### config.mk
export PLATFORM = sky130hd
export DESIGN_NAME = servcle_exit
export DESIGN_NICKNAME = d
export VERILOG_FILES = /design/src/rtl/servcle_exit.sv
export SDC_FILE = /design/constraint.sdc
export NUM_CORES = 1
export LEC_CHECK = 0
export ABC_AREA = 1
export BUFFER_PORTS_ARGS = -buffer_cell sky130_fd_sc_hd__buf_2
export CAP_MARGIN = 15
export CORE_MARGIN = 2
export CORE_UTILIZATION = 55
export DETAILED_ROUTE_END_ITERATION = 8
export GPL_TIMING_DRIVEN = 1
export PLACE_DENSITY = 0.78
export SKIP_LAST_GASP = 1
export SLEW_MARGIN = 20
export SYNTH_ARGS = -nofsm -noshare
export SYNTH_HDL_FRONTEND = slang
export SYNTH_SLANG_ARGS = --single-unit
### constraint.sdc
create_clock -name i_clk -period 5.7 [get_ports i_clk]
set_input_delay 1.14 -clock i_clk [delete_from_list [all_inputs] [get_ports i_clk]]
set_output_delay 1.14 -clock i_clk [all_outputs]
set_load 0.01 [all_outputs]
### src/rtl/servcle_exit.sv
// rtl/servcle_exit.sv - servcle ring terminator: ring-to-stream FIFO and token owner
module servcle_exit #(
   parameter int DW      = 8,
   parameter int DEPTH   = 16,
   parameter int LAP_MAX = 8
) (
   input  logic          i_clk,
   input  logic          i_rst,
   input  logic [DW-1:0] i_data,
   input  logic          i_valid,
   input  logic          i_token,
   output logic          o_token,
   output logic [DW-1:0] o_data,
   output logic          o_valid,
   input  logic          i_ready,
   output logic          o_overflow,
   output logic          o_token_err
);

   localparam int AW = $clog2(DEPTH);
   localparam logic [AW:0]   DEPTH_C   = DEPTH[AW:0];
   localparam logic [AW:0]   LAP_C     = LAP_MAX[AW:0];
   localparam logic [AW:0]   COUNT_ONE = 1;
   localparam logic [AW-1:0] PTR_ONE   = 1;

   typedef enum logic {HOLD, CIRC} state_t;

   logic [DW-1:0] mem_q [DEPTH];
   logic [AW-1:0] rd_ptr_q, rd_ptr_d;
   logic [AW-1:0] wr_ptr_q, wr_ptr_d;
   logic [AW:0]   count_q, count_d;
   logic [AW:0]   free;
   logic          pop;
   logic          push_ok;
   logic          overflow_q, overflow_d;
   logic          token_err_q, token_err_d;
   logic          token_q, token_d;
   state_t        state_q, state_d;

   // A full FIFO still accepts a word when the head leaves in the same cycle.
   assign pop     = (count_q != '0) & i_ready;
   assign push_ok = i_valid & ((count_q < DEPTH_C) | pop);
   assign free    = DEPTH_C - count_q;

   assign o_valid     = (count_q != '0);
   assign o_data      = mem_q[rd_ptr_q];
   assign o_token     = token_q;
   assign o_overflow  = overflow_q;
   assign o_token_err = token_err_q;

   // FIFO pointer/count next state and sticky error flags.
   always_comb begin
      rd_ptr_d    = rd_ptr_q;
      wr_ptr_d    = wr_ptr_q;
      count_d     = count_q;
      overflow_d  = overflow_q | (i_valid & ~push_ok);
      token_err_d = token_err_q | ((state_q == HOLD) & i_token);
      if (push_ok) wr_ptr_d = wr_ptr_q + PTR_ONE;
      if (pop)     rd_ptr_d = rd_ptr_q + PTR_ONE;
      case ({push_ok, pop})
         2'b10:   count_d = count_q + COUNT_ONE;
         2'b01:   count_d = count_q - COUNT_ONE;
         default: count_d = count_q;
      endcase
   end

   // Token FSM: release only when a whole lap of ring traffic is guaranteed to fit.
   always_comb begin
      state_d = state_q;
      token_d = 1'b0;
      case (state_q)
         HOLD: begin
            if (free >= LAP_C) begin
               token_d = 1'b1;
               state_d = CIRC;
            end
         end
         CIRC: begin
            if (i_token) state_d = HOLD;
         end
         default: state_d = HOLD;
      endcase
   end

   // FIFO storage; contents need no reset since count gates visibility.
   always_ff @(posedge i_clk) begin
      if (push_ok) mem_q[wr_ptr_q] <= i_data;
   end

   // Control state registers.
   always_ff @(posedge i_clk) begin
      if (i_rst) begin
         rd_ptr_q    <= '0;
         wr_ptr_q    <= '0;
         count_q     <= '0;
         overflow_q  <= 1'b0;
         token_err_q <= 1'b0;
         token_q     <= 1'b0;
         state_q     <= HOLD;
      end else begin
         rd_ptr_q    <= rd_ptr_d;
         wr_ptr_q    <= wr_ptr_d;
         count_q     <= count_d;
         overflow_q  <= overflow_d;
         token_err_q <= token_err_d;
         token_q     <= token_d;
         state_q     <= state_d;
      end
   end

endmodule

; ---- Word level (Yosys, flattened, before mapping)
; Memories as Yosys holds them, arrays and structs flattened. A register that Yosys moved wholly into a read port is not among the register bits.
; Cells that the tools add are included.
[totals]
register_bits = 17
ramBits = 128
out_inout_bits = 12
elab_cells = 37
memories = 1
[op_classes]
add_sub_neg = 5
magnitude_cmp = 2
eq_ne = 2
muxes = 8
bitwise_logic = 9
n_reduce_logical = 3
[mem_list]
columns = name, depth, word_bits, read_ports, rd_clocked_by_memory_dff, wr, line
row1 = mem_q, 16, 8, 1, 1, 1, 28  ; logic [DW-1:0] mem_q [DEPTH];
[ops]
columns = op, count
row1 = $pmux 5 s2, 1
row2 = $add 4x1->4 const B, 2
row3 = $mux 4, 2
row4 = $add 5x1->5 const B, 1
row5 = $ge 5x4->1 const B, 1
row6 = $lt 5x5->1 const B, 1
row7 = $reduce_bool 5->1, 1
row8 = $sub 5x1->5 const B, 1
row9 = $sub 5x5->5 const A, 1
row10 = $and 1x1->1, 4
row11 = $mux 1, 4
row12 = $or 1x1->1, 3
row13 = $eq 2x1->1 const B, 1
row14 = $eq 2x2->1 const B, 1
row15 = $not 1->1, 2
row16 = $pmux 1 s2, 1
row17 = $reduce_bool 2->1, 1
row18 = $reduce_or 2->1, 1

; ---- Depth between registers and ports, before layout
[logic_depth]
word_depth = 7
mapped_depth = 19
mapped_depth_nobuf = 18

; ---- Least setup slack after synthesis
; No wires, ideal clock.
[synth_timing]
kind = input to register
startpoint = in i_valid
endpoint = reg count_q[3]
setup_time_ns = 0.115
arrival_time_ns = 2.498
required_ns = 5.585
slack_ns = 3.087
stages = 12
path_buffers = 2
cell_sequence = buf_2 inv_2 nand3_2 buf_2 inv_1 ha_1 a21oi_1 nand2_1 nand2_1 nand2_1 a21oi_1 nor2_1
[synth_via]
elab_chain_len = 3
[synth_rtl]
columns = element, line
row1 = from (decl), 10  ; input logic i_valid,
row2 = $and 1x1->1 (*), 42  ; assign push_ok = i_valid & ((count_q < DEPTH_C) | pop);
row3 = $eq 2x1->1 / $eq 2x2->1 (equally long branches), 60  ; case ({push_ok, pop})
row4 = $pmux 5 s2 / $reduce_bool 2->1 (equally long branches), --
row5 = to (signal assigned), 103  ; count_q <= count_d;
row6 = to (decl), 31  ; logic [AW:0] count_q, count_d;
; Mark *: on every way between the ends. The rest lies on a longest branch, timed or not.
; A chain may end at the register's enable or synchronous reset.

==> metrics <==
outcome=finished clean; nets@finish=622; Worst VDD drop=0.000282 V; commonest non-fill, non-tap cell in the layout=edfxtp_1; Levels on crit path=7; diode count=0; PwrDens=around 470 nW/um^2; CP startpoint kind=flop; Compound-Gate Fraction of Synth Area=approximately 11%; number of top-level pins=25; total track usage=a little over a fifth; DP Wirelength=approximately 8 mm; Core Region=about 11000 sq um; Slew HR=37.4%; met1 WL=about 5.5 mm; CP arrival=around 2.3 ns; crit path buf inv count=2; worst-skew pair later-pin latency=about 0.42 ns; CTS tree=yes; post-CTS setup buffer count=0; Hold EP=o_overflow; max-cap violations=0; Synth Area in Adders=~2.2%; Slowest cell on crit path=dfxtp_4; Yosys Warn Count=0; PortBufs=24; Hold Path Stages=1; initial antenna violation count=0; clock transition at the registers of the reported paths=approximately 0.060 ns; fin crit period=between 3 and 4 ns; Synth Register Bits=149; mux cell area share after synthesis=0%; cell row count=39; vias in the first global route=4086; filler cell count=826; Post-Synth Simple-Gate Area=approximately 13%; hold crit path type=reg -> reg; synthesized cell area=approximately 6500 sq um; clock sink count=149; uppermost routed layer=met4; Gate Count Post-Synth=581; endpoints failing setup=0; TritonRoute pass-1 iters=6; WL final=between 10 and 15 mm; WL/cell=around 17 um; Crit path top cell by count=nand3_1; final setup TNS=0 ns; fmax=290 MHz; Critical Path Sink Type=primary output; CTS max path bufs=2; Syn Nets=between 600 and 700; final period utilization=about 61%; hold path start=o_overflow; Final Skew=0.00760 ns; worst reg2reg path startpoint=count_q[1]; register area share after synthesis=between 60% and 70%; fin. max-slew vios=0; met3 WL=roughly 840 um; total die area=approximately 13000 sq um; XOR/XNOR Fraction of Synth Area=0.405%; Synth cell types=34; H-tree depth=4; main combinational cell family by area after synthesis=simple AND/OR/NAND/NOR gates; Via Count=between 4k and 5k; R2R setup slack=between 3 and 4 ns; pin slew with the least headroom to its limit=between 0.9 and 1 ns; first-pass GRT wire length=20.8 mm; Worst R2R Path Depth=11; largest net degree at the start of global routing=129; drc violations=0; DR vias/cell=5.58; Worst EP required=around 4.6 ns; Hold-fix buffers, CTS=0; CP peak stage delay=0.79 ns; routability cong.=about 0.86; Root Buffer=clkbuf_16; Antenna Nets Post-Route=0; Die X=113 um; Starting Density=between 50% and 60%; Initial DRC Count=~530; Met2 Wirelength=approximately 6.6 mm; layout cells sized above 1=~14%; Mean Syn Cell Area=11.2 sq um; Hold Vio Cnt, Final=0; crit path kind=reg -> out; CP cell instances=buf_12, a21oi_1, o21ai_0, nand3_1, nand3_1, nand2_1, buf_2; Final Util=63.8%; crit-path max FO=approximately 70; Chip Height=113 um; post-CTS sizing=0; static leakage=2.81 nW; commonest non-fill, non-tap cells in the layout=edfxtp_1 (128), inv_1 (90), nand2_1 (73); CTS Buf Count=17; r2r endpoint=mem_q[11][5]; Syn-to-layout area delta=12.8%; total global routing overflow=0; RSZ-0062 raised after global routing=no; Top delay family on crit path=flip-flops
kinds of logic after synthesis:
logic type | after synthesis
xor+xnor | 3
simple gates | 184
fa+ha+maj | 11
buf+inv | 122
flops | 149
compound gates | 112
where the power goes:
part / switching [W] / internal, W
sequential: 0.0000868 / 0.00127
clock: 0.000421 / 0.000815
combinational: 0.000547 / 0.000301
total: 0.00105 / 0.00238
through the flow:
step           hold WS, ns  instance area (sq um)  std cells  setup WS (ns)  power, W
2_1_floorplan        0.455                   6480        581           3.09   0.00201
3_3_place_gp         0.449                   6630        721           2.59   0.00216
6_report             0.468                   7310        754           2.25   0.00344
3_5_place_dp         0.459                   6630        721           2.60   0.00220
4_1_cts              0.474                   7290        753           2.13   0.00344
5_1_grt              0.484                   7310        754           2.11   0.00362
routing by layer:
layer / GRT usage [%] / up-vias
li1: - / 2026
met1: 27.6 / 1987
met2: 36.0 / 166
met3: 5.89 / 28
met4: 8.70 / 0
met5: 0 / -
cell usage after synthesis:
library cell	number	area, sq um
edfxtp_1	128	3840
inv_1	90	338
nand2_1	73	274
nand3_1	62	310
a21oi_1	44	220
nor2_1	33	124
o21ai_0	32	160
o211ai_1	22	165
dfxtp_1	21	420
buf_2	17	85.1
ha_1	10	125
o211ai_2	10	125
nand2_2	6	37.5
clkbuf_1	5	18.8
buf_6	4	45.0
inv_2	3	11.3
nand2_4	2	22.5
o21ai_1	2	10.0
xor2_1	2	17.5
a21boi_0	1	7.51
and3_1	1	6.26
buf_1	1	3.75
buf_4	1	7.51
fa_1	1	20.0
inv_4	1	6.26
nand3_2	1	10.0
nand3b_1	1	7.51
nand4_2	1	12.5
nor2_2	1	6.26
nor2_4	1	11.3
nor3_1	1	5.00
o21a_1	1	7.51
or2_2	1	6.26
xnor2_1	1	8.76
state kept, by name, indices dropped and copies added (netlist names), named ones only:
register	flops
state_q	1
o_token	1
o_overflow	1
wr_ptr_q	4
o_token_err	1
mem_q	128
count_q	5
rd_ptr_q	4
how the worst max path moves through the flow:
stage                 end
5_1_grt         o_data[5]
2_1_floorplan  count_q[3]
6_report        o_data[5]
4_1_cts         o_data[7]
3_5_place_dp    o_data[5]
3_3_place_gp    o_data[5]
final cells by class:
| cell class | count | area [sq um] | share of cell area [%] |
|---|---|---|---|
| Timing Repair Buffer | 26 | 148 | 2.02 |
| Clock inverter | 15 | 234 | 3.20 |
| Sequential cell | 149 | 4270 | 58.4 |
| Tap cell | 143 | 179 | 2.45 |
| Clock buffer | 17 | 425 | 5.82 |
| Inverter | 94 | 355 | 4.86 |
| Multi-Input combinational cell | 310 | 1700 | 23.3 |
No activity file was read; power rests on OpenSTA's default activity.
